$ cat src/rtl/pio_in_pkg.sv
// Shared constants for the ball-detect input PIO: register word addresses,
// edge-capture modes and the debounce counter sizing helper.
package pio_in_pkg;

  localparam logic [1:0] ADDR_DATA    = 2'd0;
  localparam logic [1:0] ADDR_IRQMASK = 2'd1;
  localparam logic [1:0] ADDR_TS      = 2'd2;
  localparam logic [1:0] ADDR_EDGE    = 2'd3;

  localparam int unsigned EDGE_RISE = 0;
  localparam int unsigned EDGE_FALL = 1;
  localparam int unsigned EDGE_ANY  = 2;

  // Wide enough to hold DEBOUNCE_CYCLES; at least one bit so the bypass build still elaborates.
  function automatic int unsigned cnt_width(input int unsigned cycles);
    return (cycles == 0) ? 1 : $clog2(cycles + 1);
  endfunction

endpackage

$ cat src/rtl/pio_in_debounce.sv
// One sensor line: 2-flop synchroniser followed by a level debounce filter.
// DEBOUNCE_CYCLES=0 passes the synchronised level straight through.
module pio_in_debounce
  import pio_in_pkg::*;
#(
  parameter int unsigned DEBOUNCE_CYCLES = 1000
) (
  input  logic clk,
  input  logic reset_n,
  input  logic din,
  output logic deb
);

  localparam int unsigned CW = cnt_width(DEBOUNCE_CYCLES);

  logic meta_q, meta_d;
  logic sync_q, sync_d;

  always_comb begin
    meta_d = din;
    sync_d = meta_q;
  end

  // NOTE: non-blocking assignments in always_ff so every flop samples pre-edge values.
  always_ff @(posedge clk or negedge reset_n) begin
    if (!reset_n) begin
      meta_q <= 1'b0;
      sync_q <= 1'b0;
    end else begin
      meta_q <= meta_d;
      sync_q <= sync_d;
    end
  end

  generate
    if (DEBOUNCE_CYCLES == 0) begin : g_bypass
      assign deb = sync_q;
    end else begin : g_filter
      localparam logic [CW-1:0] LAST = CW'(DEBOUNCE_CYCLES - 1);

      logic          deb_q, deb_d;
      logic [CW-1:0] cnt_q, cnt_d;

      // Any cycle where the input agrees with the accepted level restarts the window.
      always_comb begin
        // NOTE: defaults assigned first so no path leaves a signal unassigned (no latch).
        deb_d = deb_q;
        cnt_d = '0;
        if (sync_q != deb_q) begin
          if (cnt_q == LAST) deb_d = sync_q;
          else               cnt_d = cnt_q + 1'b1;
        end
      end

      always_ff @(posedge clk or negedge reset_n) begin
        if (!reset_n) begin
          deb_q <= 1'b0;
          cnt_q <= '0;
        end else begin
          deb_q <= deb_d;
          cnt_q <= cnt_d;
        end
      end

      assign deb = deb_q;
    end
  endgenerate

endmodule

$ cat src/rtl/pio_ball_detect_in.sv
// Avalon-MM input PIO for the IR ball-detect sensors: debounce, edge capture, level IRQ.
// Optional PIO_BALL_DETECT_TIMESTAMP_EN adds a 16-bit cycle timestamp of the first captured edge at address 2.
module pio_ball_detect_in
  import pio_in_pkg::*;
#(
  parameter int unsigned DATA_WIDTH      = 1,
  parameter int unsigned DEBOUNCE_CYCLES = 1000,
  parameter int unsigned EDGE_MODE       = 0,
`ifdef PIO_BALL_DETECT_TIMESTAMP_EN
  localparam int unsigned RD_W = (DATA_WIDTH > 16) ? DATA_WIDTH : 16
`else
  localparam int unsigned RD_W = DATA_WIDTH
`endif
) (
  input  logic                  clk,
  input  logic                  reset_n,
  input  logic                  chipselect,
  input  logic [1:0]            address,
  input  logic                  read_n,
  input  logic                  write_n,
  input  logic [DATA_WIDTH-1:0] writedata,
  output logic [RD_W-1:0]       readdata,
  input  logic [DATA_WIDTH-1:0] in_port,
  output logic                  irq
);

  logic [DATA_WIDTH-1:0] deb;

  for (genvar i = 0; i < DATA_WIDTH; i++) begin : g_bit
    pio_in_debounce #(.DEBOUNCE_CYCLES(DEBOUNCE_CYCLES)) u_debounce (
      .clk     (clk),
      .reset_n (reset_n),
      .din     (in_port[i]),
      .deb     (deb[i])
    );
  end

  logic [DATA_WIDTH-1:0] deb_dly_q, deb_dly_d;
  logic [DATA_WIDTH-1:0] edge_q, edge_d;
  logic [DATA_WIDTH-1:0] irq_mask_q, irq_mask_d;
  logic [RD_W-1:0]       readdata_q, readdata_d;
  logic                  irq_q, irq_d;
  logic [DATA_WIDTH-1:0] edge_evt, clr;
  logic [RD_W-1:0]       rd_mux;
  logic                  wr_en, rd_en;

`ifdef PIO_BALL_DETECT_TIMESTAMP_EN
  logic [15:0] ts_cnt_q, ts_cnt_d;
  logic [15:0] ts_q, ts_d;
`endif

  always_comb begin
    wr_en     = chipselect && !write_n;
    rd_en     = chipselect && !read_n;
    deb_dly_d = deb;

    if (EDGE_MODE == EDGE_FALL)     edge_evt = ~deb & deb_dly_q;
    else if (EDGE_MODE == EDGE_ANY) edge_evt = deb ^ deb_dly_q;
    else                            edge_evt = deb & ~deb_dly_q;

    irq_mask_d = irq_mask_q;
    if (wr_en && address == ADDR_IRQMASK) irq_mask_d = writedata;

    // A new edge is OR-ed in after the clear, so it survives a same-cycle W1C.
    clr    = (wr_en && address == ADDR_EDGE) ? writedata : '0;
    edge_d = (edge_q & ~clr) | edge_evt;

    irq_d = |(edge_q & irq_mask_q);

    rd_mux = '0;
    case (address)
      ADDR_DATA:    rd_mux = RD_W'(deb);
      ADDR_IRQMASK: rd_mux = RD_W'(irq_mask_q);
      ADDR_EDGE:    rd_mux = RD_W'(edge_q);
`ifdef PIO_BALL_DETECT_TIMESTAMP_EN
      ADDR_TS:      rd_mux = RD_W'(ts_q);
`endif
      default:      rd_mux = '0;
    endcase
    readdata_d = rd_en ? rd_mux : readdata_q;
  end

`ifdef PIO_BALL_DETECT_TIMESTAMP_EN
  // Latch only on the empty-to-nonempty transition; a full clear also wipes the stamp.
  always_comb begin
    ts_cnt_d = ts_cnt_q + 16'd1;
    ts_d     = ts_q;
    if (edge_d == '0)      ts_d = '0;
    else if (edge_q == '0) ts_d = ts_cnt_q;
  end

  always_ff @(posedge clk or negedge reset_n) begin
    if (!reset_n) begin
      ts_cnt_q <= '0;
      ts_q     <= '0;
    end else begin
      ts_cnt_q <= ts_cnt_d;
      ts_q     <= ts_d;
    end
  end
`endif

  always_ff @(posedge clk or negedge reset_n) begin
    if (!reset_n) begin
      deb_dly_q  <= '0;
      edge_q     <= '0;
      irq_mask_q <= '0;
      readdata_q <= '0;
      irq_q      <= 1'b0;
    end else begin
      deb_dly_q  <= deb_dly_d;
      edge_q     <= edge_d;
      irq_mask_q <= irq_mask_d;
      readdata_q <= readdata_d;
      irq_q      <= irq_d;
    end
  end

  assign readdata = readdata_q;
  assign irq      = irq_q;

endmodule
$ cat config.mk
export PLATFORM = sky130hd
export DESIGN_NAME = pio_ball_detect_in
export DESIGN_NICKNAME = d
export VERILOG_FILES = /design/src/rtl/pio_in_pkg.sv /design/src/rtl/pio_in_debounce.sv /design/src/rtl/pio_ball_detect_in.sv
export SDC_FILE = /design/constraint.sdc
export NUM_CORES = 1
export LEC_CHECK = 0
export ABC_AREA = 1
export CORE_MARGIN = 4
export CORE_UTILIZATION = 40
export CTS_CLUSTER_SIZE = 24
export DETAILED_ROUTE_END_ITERATION = 12
export SETUP_SLACK_MARGIN = 0.4
export SKIP_CTS_REPAIR_TIMING = 1
export SYNTH_ARGS = -nofsm -noshare
export SYNTH_HDL_FRONTEND = slang
export SYNTH_SLANG_ARGS = --single-unit
$ cat constraint.sdc
create_clock -name clk -period 2.22 [get_ports clk]
set_clock_uncertainty 0.1 [all_clocks]
set_input_delay 0.444 -clock clk [delete_from_list [all_inputs] [get_ports clk]]
set_output_delay 0.444 -clock clk [all_outputs]
set_load 0.005 [all_outputs]
==> impl_results.md, run 1 <==
* Status: finished clean
* Die area at 2877 um2
* Vias in the first global route at 570
* Ys flop type: dfrtp_1
* RSZ-0062 raised after global routing: false
* Post-synth EDFFs at 0
* Max-slew violation count at 0
* Core ar. at 1962 um2
* Placed Cells at 128
* Commonest cells post-synth: dfrtp_1 (18), nand2_1 (13), inv_1 (12)
* Final WL at 1285 um
* Antenna fix cells at 0
* CTS clk-pin slew, worst paths at 0.10 ns
* GPL Wtd Cong at 0.7409
* Top cells by area, synth: dfrtp_1 (54%), nor2_2 (6.8%), nand2_1 (5.9%), nand3_1 (5.4%), inv_1 (5.4%)
* Clock sink total at 18
* Area share of the largest cell type after synthesis at 54.05%
* Worst slew pin tran at 0.3380 ns
* Root Driver: clkbuf_4
* Row cnt at 16
* Most frequent cell after synthesis: dfrtp_1
* Total congestion overflow at 0
* Share of cells above drive strength 1 at 18.10%
* Detail Route Antenna Nets at 0
* Peak VDD IR at 0.3947 mV
* Worst rel slew slack at 77.30%
* Worst EP required at 1.68 ns
* Port Buffers at 10
* CP bufs+invs at 1
* Starting density of the core at 42.47%
* Slowest CP cell: clkdlybuf4s50_1
* Ys Warns at 0
* Synthesized flop and latch total at 18
* Leakage at 0.4584 nW
* Total track usage at 11.79%
* DRC viols at 0
* Final-stage net count at 116
* Die height at 53.64 um
* HPWL after DPL at 994.5 um
* Min cycle time layout at 1.687 ns
* Syn-to-layout area delta at 21.32%
* Ys async rst share at 100.0%
* WL/cell at 9.735 um
* Sequential share of the synthesized area at 54.05%
* DRT Pass-1 Iters at 4
* Largest net degree at the start of global routing at 19
* IO Pins at 11
* Crit path kind: flop to output pin
* F_max at 0.5927 GHz
* Arr. time, crit path at 1.14 ns
* Syn_nets at 100
* Endpoints failing setup at 0
* Antenna violations before repair at 0
* Synth unique cells at 19
* Mapped Cells at 90
* Power density cells at 612.1 nW/um2
* Finished Core Util at 51.53%
* Cell taking the most area after synthesis: dfrtp_1
* Crit-path cells: clkdlybuf4s50_1
* Max Cap Violations at 0
* Crit-path max cell delay at 0.50 ns
* Total CTS buffers at 3
* Die width at 53.64 um
* Tcrit/Tclk final at 76.00%
* Nature of the critical path startpoint: flop
* Initial DRC count at 6
* H-tree depth at 1
* Total power at 0.6188 mW
* CTS tree: done
* Hold Path Class: flop to flop
* Fin. Hold Viols at 0
* Fin Setup TNS at 0 ns
* Crit path max fanout at 2
* Post-synthesis instance area at 833.3 um2
* Vias at 599
* Final Non-Filler Cells at 132
* Worst Setup End Kind: output pin
* First-pass GRT wire length at 2401 um
* Syn_area_per_cell at 9.259 um2
* Max Root-Sink Buffers at 2
* Clk_lat worst skew at 0.29 ns
* Crit-path leading delay family: buffers and inverters
* Detailed-route vias per instance at 4.538
[layer usage]
layer  track usage, %  part of all wire, %  vias up
li1                 -                    -      313
met2            18.57                   45        8
met1            14.01                   48      273
met3            3.324                  3.7        5
met5                0                    0        -
met4            7.660                  2.7        0
[cell type report]
cell class,count,area [um2]
clock buffers,4,36.28
fillers,192,950.9
flip-flops and latches,18,450.4
multi-input cells,59,334.1
well taps,27,33.78
repair buffers,11,107.6
inverters,13,48.80
[state kept, by name (all words and copies together), names as in the netlist]
register	flops
readdata	1
g_bit.u_debounce.deb	1
g_bit.u_debounce.g_filter.cnt_q	10
deb_dly_q	1
edge_q	1
g_bit.u_debounce.sync_q	1
irq	1
g_bit.u_debounce.meta_q	1
irq_mask_q	1
[worst paths after layout]
check                           slack (ns)                                  start                                     to  cells after the start
worst max register to register        0.87  g_bit[0].u_debounce.g_filter.cnt_q[0]  g_bit[0].u_debounce.g_filter.cnt_q[8]                      6
worst max-delay path                  0.53                               readdata                               readdata                      1
max in group asynchronous             1.46                                reset_n  g_bit[0].u_debounce.g_filter.cnt_q[1]                      2
min in group asynchronous             0.37                                reset_n                                    irq                      2
worst min register to register        0.27             g_bit[0].u_debounce.meta_q             g_bit[0].u_debounce.sync_q                      0
worst min-delay path                  0.27             g_bit[0].u_debounce.meta_q             g_bit[0].u_debounce.sync_q                      0
[logic make-up (layout without fill, tap and decap cells)]
logic type                 Yosys count  after routing  synth area share (%)
and+or+nand+nor                     43             43                 27.03
DFF                                 18             18                 54.05
buffers and inverters               13             28                 5.855
AOI/OAI and AO/OA                   11             11                 7.358
xor gates and xnor gates             4              4                 4.205
adders and majority gates            1              1                 1.501
[stage by stage]
| step | hold slack [ns] | cell area, um2 | setup WS (ns) |
|---|---|---|---|
| 2_1_floorplan | 0.04841 | 833.3 | 0.9951 |
| 3_3_place_gp | 0.2437 | 974.7 | 0.6310 |
| 3_5_place_dp | 0.2380 | 974.7 | 0.6061 |
| 4_1_cts | 0.2726 | 1011 | 0.5142 |
| 5_1_grt | 0.2800 | 1011 | 0.4986 |
| 6_report | 0.2722 | 1011 | 0.5328 |
[report_power, final]
part	switching, mW	internal, mW
logic	0.0288	0.0334
clock network	0.102	0.100
registers	0.00994	0.345
[placed cells by master (no fill, tap or decap)]
cell,instances
ha_1,1
buf_4,1
xor2_1,2
a21oi_2,1
clkdlybuf4s50_1,10
o21bai_1,1
nand3_2,1
o21ai_1,1
inv_1,12
clkbuf_8,1
nand3_4,1
a21oi_1,2
nand3_1,9
inv_2,1
nor2_1,7
dfrtp_1,18
xnor2_1,2
nor3_1,2
nand2_1,13
clkbuf_4,3
nand2_4,1
o21ai_0,6
nor2_2,9
(Power assumes the default switching activity.)
==> inputs of run 2 (changes only) <==
==> constraint.sdc (replaced) <==
create_clock -name clk -period 1.5 [get_ports clk]
set_clock_uncertainty 0.1 [all_clocks]
set_input_delay 0.3 -clock clk [delete_from_list [all_inputs] [get_ports clk]]
set_output_delay 0.3 -clock clk [all_outputs]
set_load 0.005 [all_outputs]
==> run 2 against run 1 <==
Sequential power increased by 49%. Register-to-register slack got worse by 0.61 ns. Critical path type is now flop to flop. Hold slack got worse by 0.056 ns. Clock power increased by 50%. Final cell count increased by 4.5%.
==> impl_results.md, run 2 (synthesis results as in run 1) <==
* Status: finished clean
* Final instance area at 1167 um2 (+15%)
* Most frequent cells in the layout: dfrtp_1 (18), nand2_1 (12), inv_1 (9)
* Antenna fix cells at 0 (unchanged)
* Fin Setup TNS at 0 ns (unchanged)
* GPL Wtd Cong at 0.7845 (+5.9%)
* RSZ-0062 raised after global routing: true
* FF-to-FF Start: g_bit[0].u_debounce.g_filter.cnt_q[0]
* Power density cells at 814.0 nW/um2 (+33%)
* Min cycle time layout at 1.243 ns
* Die height at 53.64 um (unchanged)
* Launch point of the critical path: g_bit[0].u_debounce.g_filter.cnt_q[0]
* F_max at 0.8045 GHz
* Worst slew pin tran at 0.2396 ns (-0.09848 ns)
* Final WL at 1588 um (+24%)
* Worst rel slew slack at 83.95% (+6.6 points)
* Worst reg2reg setup slack at 0.26 ns (-0.61 ns)
* Max Cap Violations at 0 (unchanged)
* Hold Path Class: input port to async pin
* DRT Pass-1 Iters at 2 (-2)
* Crit path kind: flop to flop
* Leakage at 0.5623 nW (+23%)
* Row cnt at 16 (unchanged)
* Detail Route Antenna Nets at 0 (unchanged)
* CTS tree: done
* H-tree depth at 1 (unchanged)
* Worst Setup End Kind: flop
* Arr. time, crit path at 1.38 ns (+0.24 ns)
* Tcrit/Tclk final at 82.87%
* CTS clk-pin slew, worst paths at 0.10 ns (about the same)
* Reg2reg path depth at 6 (unchanged)
* Port Buffers at 10 (unchanged)
* Root Driver: clkbuf_4
* Max reg flops at 10 (unchanged)
* Placed Cells at 128 (unchanged)
* Total CTS buffers at 3 (unchanged)
* IO Pins at 11 (unchanged)
* Die area at 2877 um2 (unchanged)
* Post-placement cell area at 979.7 um2 (+0.51%)
* First-pass GRT wire length at 2628 um (+9.5%)
* Endpoints failing setup at 0 (unchanged)
* Share of cells above drive strength 1 at 36.04% (+18 points)
* Largest net degree at the start of global routing at 19 (unchanged)
* Crit-path max cell delay at 0.44 ns (-0.06 ns)
* Vias at 661 (+10%)
* Commonest non-fill, non-tap cell in the layout: dfrtp_1
* Total track usage at 13.39% (+1.6 points)
* Worst R2R End: g_bit[0].u_debounce.g_filter.cnt_q[9]
* Final-stage net count at 122 (+5.2%)
* WL/cell at 11.51 um (+18%)
* Clock sink total at 18 (unchanged)
* Starting density of the core at 42.47% (unchanged)
* Slowest CP cell: dfrtp_1
* Reg with most FFs: g_bit.u_debounce.g_filter.cnt_q
* Antenna violations before repair at 0 (unchanged)
* Fin. Hold Viols at 0 (unchanged)
* Max-slew violation count at 0 (unchanged)
* Peak VDD IR at 0.6653 mV (+69%)
* Crit-path cells: ha_4 > nand2_4 > inv_4 > nand3_4 > nand3_1 > nor2_1
* Syn-to-layout area delta at 40.09%
* Vias in the first global route at 627 (+10%)
* Total power at 0.9502 mW (+54%)
* Crit path max fanout at 5 (+3)
* Total congestion overflow at 0 (unchanged)
* Worst EP required at 1.64 ns (-0.04 ns)
* HPWL after DPL at 1072 um (+7.8%)
* Die width at 53.64 um (unchanged)
* Clk_lat worst skew at 0.30 ns (about the same)
* Max Root-Sink Buffers at 2 (unchanged)
* Detailed-route vias per instance at 4.790 (+5.6%)
* Nature of the critical path startpoint: flop
* Initial DRC count at 5 (-1)
* Final Non-Filler Cells at 138 (+4.5%)
* Core ar. at 1962 um2 (unchanged)
* DRC viols at 0 (unchanged)
==> run 2: changes by cell type in the layout (fill, tap and decap cells not counted), moves of 3 or more <==
cell             before  now
dlymetal6s2s_1        0    4
buf_4                 1    7
nor2_2                9    6
clkdlybuf4s50_1      10    5
nor2_4                0    7
nor2_1                7    3
inv_1                12    9
==> run 2: cell type report <==
cell class,count,area (um2)
fill,186,794.5
sequential,18,450.4
multi-input combinational,59,437.9
timing repair buffer,17,157.7
inverter,13,51.30
clock buffer,4,36.28
tap,27,33.78
==> run 2: through the flow <==
| step | hold slack (ns) | setup slack, ns | utilization, % |
|---|---|---|---|
| after global routing | 0.2341 | 0.1833 | 59.50 |
| after floorplan | -0.09559 | 0.3420 | - |
| after detailed placement | 0.2466 | -0.007634 | 49.94 |
| final | 0.2164 | 0.2570 | 59.50 |
| after global placement | 0.2455 | 0.04893 | 49.94 |
| after CTS | 0.2158 | -0.06106 | 51.79 |
==> run 2: worst max-delay path, delay by kind of cell, from the launching register on <==
| kind | cells | cell delay, ns |
|---|---|---|
| buffers and inverters | 1 | 0.05 |
| AND/OR/NAND/NOR | 4 | 0.40 |
| adder cells (fa/ha/maj) | 1 | 0.19 |
| flip-flops | 1 | 0.44 |
==> run 2: power by group <==
part	internal, mW	switching, mW
sequential	0.510	0.0184
clock	0.148	0.155
combinational	0.0612	0.0574
==> run 2: how the worst max path moves through the flow <==
stage / endpoint / cells after the start
2_1_floorplan: g_bit[0].u_debounce.g_filter.cnt_q[6] / 6
4_1_cts: readdata / 1
3_5_place_dp: edge_q / 6
5_1_grt: g_bit[0].u_debounce.g_filter.cnt_q[9] / 6
6_report: g_bit[0].u_debounce.g_filter.cnt_q[9] / 6
3_3_place_gp: edge_q / 6
==> run 2: metal layers <==
layer | part of all wire, % | routed length, um | up-vias | GRT usage [%]
li1 | - | - | 326 | -
met1 | 42 | 671 | 320 | 15.64
met2 | 51 | 813 | 10 | 21.02
met3 | 3.6 | 57 | 5 | 3.324
met4 | 2.9 | 46 | 0 | 10.21
met5 | 0 | 0 | - | 0
